`config.mk`:
```
export PLATFORM = sky130hd
export DESIGN_NAME = mem_access_unit_flat
export DESIGN_NICKNAME = d
export VERILOG_FILES = /design/src/rtl/mem_access_unit_if.sv /design/src/rtl/mem_access_unit.sv /design/src/flat_wrapper.sv
export SDC_FILE = /design/constraint.sdc
export NUM_CORES = 1
export LEC_CHECK = 0
export BUFFER_PORTS_ARGS = -buffer_cell sky130_fd_sc_hd__buf_2
export CORE_MARGIN = 8
export CORE_UTILIZATION = 35
export CTS_CLUSTER_SIZE = 24
export DETAILED_ROUTE_END_ITERATION = 8
export PLACE_DENSITY = 0.61
export SYNTH_ARGS = -nofsm -noshare
export SYNTH_HDL_FRONTEND = slang
export SYNTH_SLANG_ARGS = --single-unit
```
`constraint.sdc`:
```
create_clock -name clk -period 6.5 [get_ports clk]
set_input_delay 0.65 -clock clk [delete_from_list [all_inputs] [get_ports clk]]
set_output_delay 0.65 -clock clk [all_outputs]
set_load 0.01 [all_outputs]
```
`src/rtl/mem_access_unit_if.sv`:
```
// Request/response and data-memory signals of mem_access_unit, bundled as one port.
interface mem_access_unit_if;
  logic        start;
  logic        is_store;
  logic [2:0]  funct3;
  logic [63:0] addr;
  logic [63:0] wdata;
  logic [63:0] mem_addr;
  logic [63:0] mem_wdata;
  logic        mem_wr;
  logic [63:0] mem_rdata;
  logic [63:0] load_data;
  logic        busy;
  logic        done;
  logic        misalign;

  // Handshake: start is a one-cycle strobe taken only while busy is low (a start
  // coinciding with done is dropped); done pulses once per accepted request.
  modport slave (
    input  start, is_store, funct3, addr, wdata, mem_rdata,
    output mem_addr, mem_wdata, mem_wr, load_data, busy, done, misalign
  );

  modport master (
    output start, is_store, funct3, addr, wdata, mem_rdata,
    input  mem_addr, mem_wdata, mem_wr, load_data, busy, done, misalign
  );
endinterface

```
`src/rtl/mem_access_unit.sv`:
```
// Load/store sequencer between a core and a doubleword data memory:
// sub-dword loads are extracted and extended, partial stores use read-modify-write.
module mem_access_unit #(
  parameter int RD_LAT = 1
) (
  input  logic             clk,
  input  logic             rst,
  mem_access_unit_if.slave bus,
  output logic [2:0]       dbg_state_o
);

  typedef enum logic [2:0] {
    IDLE   = 3'd0,
    RD     = 3'd1,
    RDWAIT = 3'd2,
    WR     = 3'd3,
    DONE   = 3'd4
  } state_e;

  localparam logic [1:0] WAIT_LAST = 2'(RD_LAT - 2);

  state_e      state_q, state_d;
  logic [1:0]  cnt_q, cnt_d;
  logic        is_store_q;
  logic [2:0]  funct3_q;
  logic [63:0] addr_q;
  logic [63:0] wdata_q;
  logic [63:0] mem_wdata_q;
  logic [63:0] load_data_q;
  logic        misalign_q;

  logic        accept;
  logic [1:0]  req_size;
  logic [2:0]  req_off;
  logic        req_mis;
  logic        read_exit;

  logic [1:0]  size;
  logic [5:0]  shamt;
  logic        sgn;
  logic [63:0] lane_mask;
  logic [63:0] field;
  logic [63:0] ext;
  logic [63:0] merged;

  assign accept   = (state_q == IDLE) && bus.start;
  assign req_size = bus.funct3[1:0];
  assign req_off  = bus.addr[2:0];

  // Misalignment is decided on the live request so it can steer the accepting edge.
  always_comb begin
    req_mis = 1'b0;
    case (req_size)
      2'd0:    req_mis = 1'b0;
      2'd1:    req_mis = req_off[0];
      2'd2:    req_mis = |req_off[1:0];
      default: req_mis = |req_off;
    endcase
  end

  assign size  = funct3_q[1:0];
  assign shamt = {addr_q[2:0], 3'b000};
  assign sgn   = ~funct3_q[2];
  assign field = bus.mem_rdata >> shamt;

  always_comb begin
    lane_mask = 64'hFFFF_FFFF_FFFF_FFFF;
    ext       = field;
    case (size)
      2'd0: begin
        lane_mask = 64'h0000_0000_0000_00FF;
        ext       = {{56{sgn & field[7]}}, field[7:0]};
      end
      2'd1: begin
        lane_mask = 64'h0000_0000_0000_FFFF;
        ext       = {{48{sgn & field[15]}}, field[15:0]};
      end
      2'd2: begin
        lane_mask = 64'h0000_0000_FFFF_FFFF;
        ext       = {{32{sgn & field[31]}}, field[31:0]};
      end
      default: begin
        lane_mask = 64'hFFFF_FFFF_FFFF_FFFF;
        ext       = field;
      end
    endcase
  end

  assign merged = (bus.mem_rdata & ~(lane_mask << shamt)) | ((wdata_q & lane_mask) << shamt);

  always_comb begin
    state_d   = state_q;
    cnt_d     = cnt_q;
    read_exit = 1'b0;
    case (state_q)
      IDLE: begin
        if (bus.start) begin
          if (req_mis)                                state_d = DONE;
          else if (bus.is_store && req_size == 2'd3)  state_d = WR;
          else                                        state_d = RD;
        end
      end
      RD: begin
        if (RD_LAT == 1) begin
          read_exit = 1'b1;
          state_d   = is_store_q ? WR : DONE;
        end else begin
          state_d = RDWAIT;
          cnt_d   = 2'd0;
        end
      end
      RDWAIT: begin
        if (cnt_q == WAIT_LAST) begin
          read_exit = 1'b1;
          state_d   = is_store_q ? WR : DONE;
          cnt_d     = 2'd0;
        end else begin
          cnt_d = cnt_q + 2'd1;
        end
      end
      WR:      state_d = DONE;
      DONE:    state_d = IDLE;
      default: state_d = IDLE;
    endcase
  end

  always_ff @(posedge clk or negedge rst) begin
    if (!rst) begin
      state_q     <= IDLE;
      cnt_q       <= 2'd0;
      is_store_q  <= 1'b0;
      funct3_q    <= 3'd0;
      addr_q      <= 64'd0;
      wdata_q     <= 64'd0;
      mem_wdata_q <= 64'd0;
      load_data_q <= 64'd0;
      misalign_q  <= 1'b0;
    end else begin
      state_q <= state_d;
      cnt_q   <= cnt_d;
      if (accept) begin
        is_store_q <= bus.is_store;
        funct3_q   <= bus.funct3;
        addr_q     <= bus.addr;
        wdata_q    <= bus.wdata;
        misalign_q <= req_mis;
        if (bus.is_store && req_size == 2'd3 && !req_mis) mem_wdata_q <= bus.wdata;
      end
      // The read phase ends on the edge where mem_rdata is valid for the driven address.
      if (read_exit) begin
        if (is_store_q) mem_wdata_q <= merged;
        else            load_data_q <= ext;
      end
    end
  end

  assign bus.mem_addr  = {addr_q[63:3], 3'b000};
  assign bus.mem_wdata = mem_wdata_q;
  assign bus.mem_wr    = (state_q == WR);
  assign bus.load_data = load_data_q;
  assign bus.busy      = (state_q != IDLE);
  assign bus.done      = (state_q == DONE);
  assign bus.misalign  = misalign_q;
  assign dbg_state_o   = state_q;

endmodule

```
`src/flat_wrapper.sv`:
```
// flat-port wrapper written by rule: the top's interface ports become plain ports
module mem_access_unit_flat 
#(
  parameter int RD_LAT = 1
)
  (clk, rst, dbg_state_o, bus_start, bus_is_store, bus_funct3, bus_addr, bus_wdata, bus_mem_rdata, bus_mem_addr, bus_mem_wdata, bus_mem_wr, bus_load_data, bus_busy, bus_done, bus_misalign);
  mem_access_unit_if bus_i ();
  input  logic clk;
  input  logic rst;
  output logic [2:0] dbg_state_o;
  input wire logic [$bits(bus_i.start)-1:0] bus_start;
  input wire logic [$bits(bus_i.is_store)-1:0] bus_is_store;
  input wire logic [$bits(bus_i.funct3)-1:0] bus_funct3;
  input wire logic [$bits(bus_i.addr)-1:0] bus_addr;
  input wire logic [$bits(bus_i.wdata)-1:0] bus_wdata;
  input wire logic [$bits(bus_i.mem_rdata)-1:0] bus_mem_rdata;
  output wire logic [$bits(bus_i.mem_addr)-1:0] bus_mem_addr;
  output wire logic [$bits(bus_i.mem_wdata)-1:0] bus_mem_wdata;
  output wire logic [$bits(bus_i.mem_wr)-1:0] bus_mem_wr;
  output wire logic [$bits(bus_i.load_data)-1:0] bus_load_data;
  output wire logic [$bits(bus_i.busy)-1:0] bus_busy;
  output wire logic [$bits(bus_i.done)-1:0] bus_done;
  output wire logic [$bits(bus_i.misalign)-1:0] bus_misalign;
  assign bus_i.start = bus_start;
  assign bus_i.is_store = bus_is_store;
  assign bus_i.funct3 = bus_funct3;
  assign bus_i.addr = bus_addr;
  assign bus_i.wdata = bus_wdata;
  assign bus_i.mem_rdata = bus_mem_rdata;
  assign bus_mem_addr = bus_i.mem_addr;
  assign bus_mem_wdata = bus_i.mem_wdata;
  assign bus_mem_wr = bus_i.mem_wr;
  assign bus_load_data = bus_i.load_data;
  assign bus_busy = bus_i.busy;
  assign bus_done = bus_i.done;
  assign bus_misalign = bus_i.misalign;
  mem_access_unit #(.RD_LAT(RD_LAT)) u_core (.clk(clk), .rst(rst), .bus(bus_i), .dbg_state_o(dbg_state_o));
endmodule
```
==> results.md <==
* Status: finished clean
* Pre-antenna DRT Iters at 6
* Tcrit/Tclk final at 0.538
* Met3 wire length at 6300 um
* Clock net sink count at 266
* Layout cells sized above 1 at 0.317
* Num ports at 398
* Gate Count Post-Synth at 1,607
* WL per Instance at 25.9 um
* Final Skew at 23.6 ps
* Met2 wire length at 28,400 um
* Pwr dens at 576 mW/mm^2
* Die width at 221 um
* RePlAce Congestion at 0.966
* Worst-path clk slew at 70 ps
* Starting DRC count in detailed routing at 1,812
* CTS tree: done
* FF/Latch Area at 0.00666 mm^2
* Final core utilization at 0.425
* Syn Std Cell Area at 0.0147 mm^2
* Commonest cells after routing, fill and taps aside: nand2_1 (393), buf_2 (393), dfrtp_1 (263), nor2_1 (116), mux2_2 (94)
* Antenna-violating nets left at 0
* Post-synth EDFFs at 0
* Type of origin of the critical path: register
* Pre-CTS WS at 3180 ps
* Commonest register cell after synthesis: dfrtp_1
* Overflow after GRT at 0
* M1 WL at 25,900 um
* Kind of critical path: reg -> reg
* Biggest area consumer among synthesized cells: dfrtp_1
* Arrival time at the worst endpoint at 3910 ps
* Sw Pwr at 4.62 mW
* Synth warn at 0
* Setup-failing EPs final at 0
* Rows at 75
* Clock power frac at 0.187
* Leakage Power at 8.03 nW
* Syn avg cell area at 9.17 um^2
* CTS Buf Count at 31
* Area share of the largest cell type after synthesis at 0.452
* DIE HEIGHT at 221 um
* CTS Hold Bufs at 0
* Kind of end point of the critical path: register
* Vias in the first global route at 14,100
* Gate power share at 0.492
* CTS Buffer Depth at 3
* Setup TNS at 0 ps
* Highest clock rate at 286 MHz
* Layout Nets at 2,071
* Max cap viols at 0
* Placed cell area at 0.0166 mm^2
* # port buffers at 394
* Sequential Power Share at 0.322
* Multi-input logic area at 0.00709 mm^2
* Fin worst setup slack at 3000 ps
* Core box area at 0.0418 mm^2
* Slew Limit Headroom at 0.0787
* Slew Limit Fails at 0
* Distinct cells, synth at 56
* Routed vias at 14,000
* Clock root buffer: clkbuf_16
* Synthesized flop and latch total at 266
* Tightest Pin Transition at 1370 ps
* First-pass GRT wire length at 93,300 um
* Full die area at 0.0489 mm^2
* Uppermost routed layer: met5
* Internal Power at 5.60 mW
* Clk_lat worst skew at 600 ps
* H-tree levels at 1
* Tmin final at 3500 ps
* Vias per inst at 5.73
* Switch share at 0.452
* Post-route cell area at 0.0177 mm^2
* Area contributors post-synth: dfrtp_1 (45%), nand2_1 (10%), mux2_2 (7.2%)
* Initial antenna violation count at 17
* Worst-path maximum fanout at 55
* Final Hold Fails at 0
* Post-CTS Setup Bufs at 0
* CP Data Required Time at 6910 ps
* P&R area growth vs syn at 20.4%
* Number of fill cells at 4,177
* Asr flop ratio synth at 1.00
* Starting Density at 0.353
* Gr usage total at 0.247
* Post-DP HPWL at 47,800 um
* RSZ-0062 raised after global routing: false
* DRC at 0
* Worst Hold Class: in -> async
* Post-CTS sizing at 0
* Detailed-route wire length at 63,100 um
* Maximum VDD drop at 0.000270 V
* Sequential-to-total area share from yosys stat at 0.452
* Pin count of the biggest net entering global routing at 117
-- metrics by stage --
step                std cells  power [mW]  hold WS [ps]
floorplan                1609        6.48           354
global placement         2377        8.20           463
detailed placement       2377        8.27           463
CTS                      2431        10.2           178
global route             2436        10.8           199
finish                   2437        10.2           138
-- sequential cells by signal, summed over array words and instances, names as in the netlist --
name	flops
u_core.addr_q	64
u_core.bus.mem_wdata	64
u_core.dbg_state_o	3
u_core.wdata_q	64
u_core.cnt_q	2
u_core.funct3_q	3
u_core.is_store_q	1
u_core.bus.load_data	64
u_core.bus.misalign	1
-- area by class of cell --
cell class / instances / area share
multi-input combinational: 1147 / 0.400
sequential: 266 / 0.375
timing repair buffer: 420 / 0.123
clock buffer: 35 / 0.0457
tap: 539 / 0.0380
clock inverter: 19 / 0.0166
inverter: 5 / 0.00106
antenna: 6 / 0.000846
-- layer usage --
metal / track usage / vias up
li1: - / 6190
met5: 0 / -
met4: 0.0908 / 22
met1: 0.319 / 6811
met2: 0.385 / 786
met3: 0.0754 / 152
-- worst max-delay path, cell delays in order, from the launching register on --
cell	delay, ps
dfrtp_4	880
buf_4	620
nor2b_1	800
a221oi_1	440
a221oi_1	410
a32oi_1	110
-- final timing paths --
check                      slack (ps)                        to  cells past startpoint               start
min reg2reg                       480        u_core.funct3_q[0]                      2  u_core.funct3_q[0]
max reg2reg                      3000  u_core.bus.mem_wdata[33]                      5    u_core.addr_q[0]
max in group asynchronous        4890        u_core.wdata_q[12]                      2                 rst
min                               140  u_core.bus.load_data[62]                      1                 rst
max                              3000  u_core.bus.mem_wdata[33]                      5    u_core.addr_q[0]
min in group clk                  260        u_core.wdata_q[31]                      3       bus_wdata[31]
-- power by group through the flow --
stage | Clock, mW | Combinational [mW] | Sequential [mW]
2_1_floorplan | 0 | 3.36 | 3.12
3_3_place_gp | 0 | 4.94 | 3.26
4_1_cts | 1.93 | 5.01 | 3.27
5_1_grt | 2.00 | 5.45 | 3.38
3_5_place_dp | 0 | 4.99 | 3.28
6_report | 1.91 | 5.02 | 3.29
-- cell families (layout without fill, tap and decap cells) --
| family | count (synthesis) | in the layout | share of synthesized area |
|---|---|---|---|
| multiplexers | 162 | 162 | 0.130 |
| other | 1 | 9 | 0.000254 |
| AO/OA/AOI/OAI | 379 | 379 | 0.177 |
| buffers and inverters | 196 | 479 | 0.0712 |
| adder cells (fa/ha/maj) | 1 | 1 | 0.000849 |
| AND/OR/NAND/NOR | 601 | 601 | 0.169 |
| flip-flops | 266 | 266 | 0.452 |
| XOR/XNOR | 1 | 1 | 0.000594 |
-- synthesized netlist by cell type, types with 13 or more instances --
cell,n
buf_2,23
mux2i_1,54
mux2_2,94
a221oi_1,38
a31oi_1,93
a211oi_1,30
a21oi_1,69
mux4_2,14
nor2_1,118
dfrtp_1,266
a32oi_1,20
nand2_1,394
a22oi_1,15
and3_1,13
o2bb2ai_1,16
buf_4,68
nor2b_1,24
clkbuf_1,84
and2_1,13
o21ai_0,37
(Power assumes the default switching activity.)
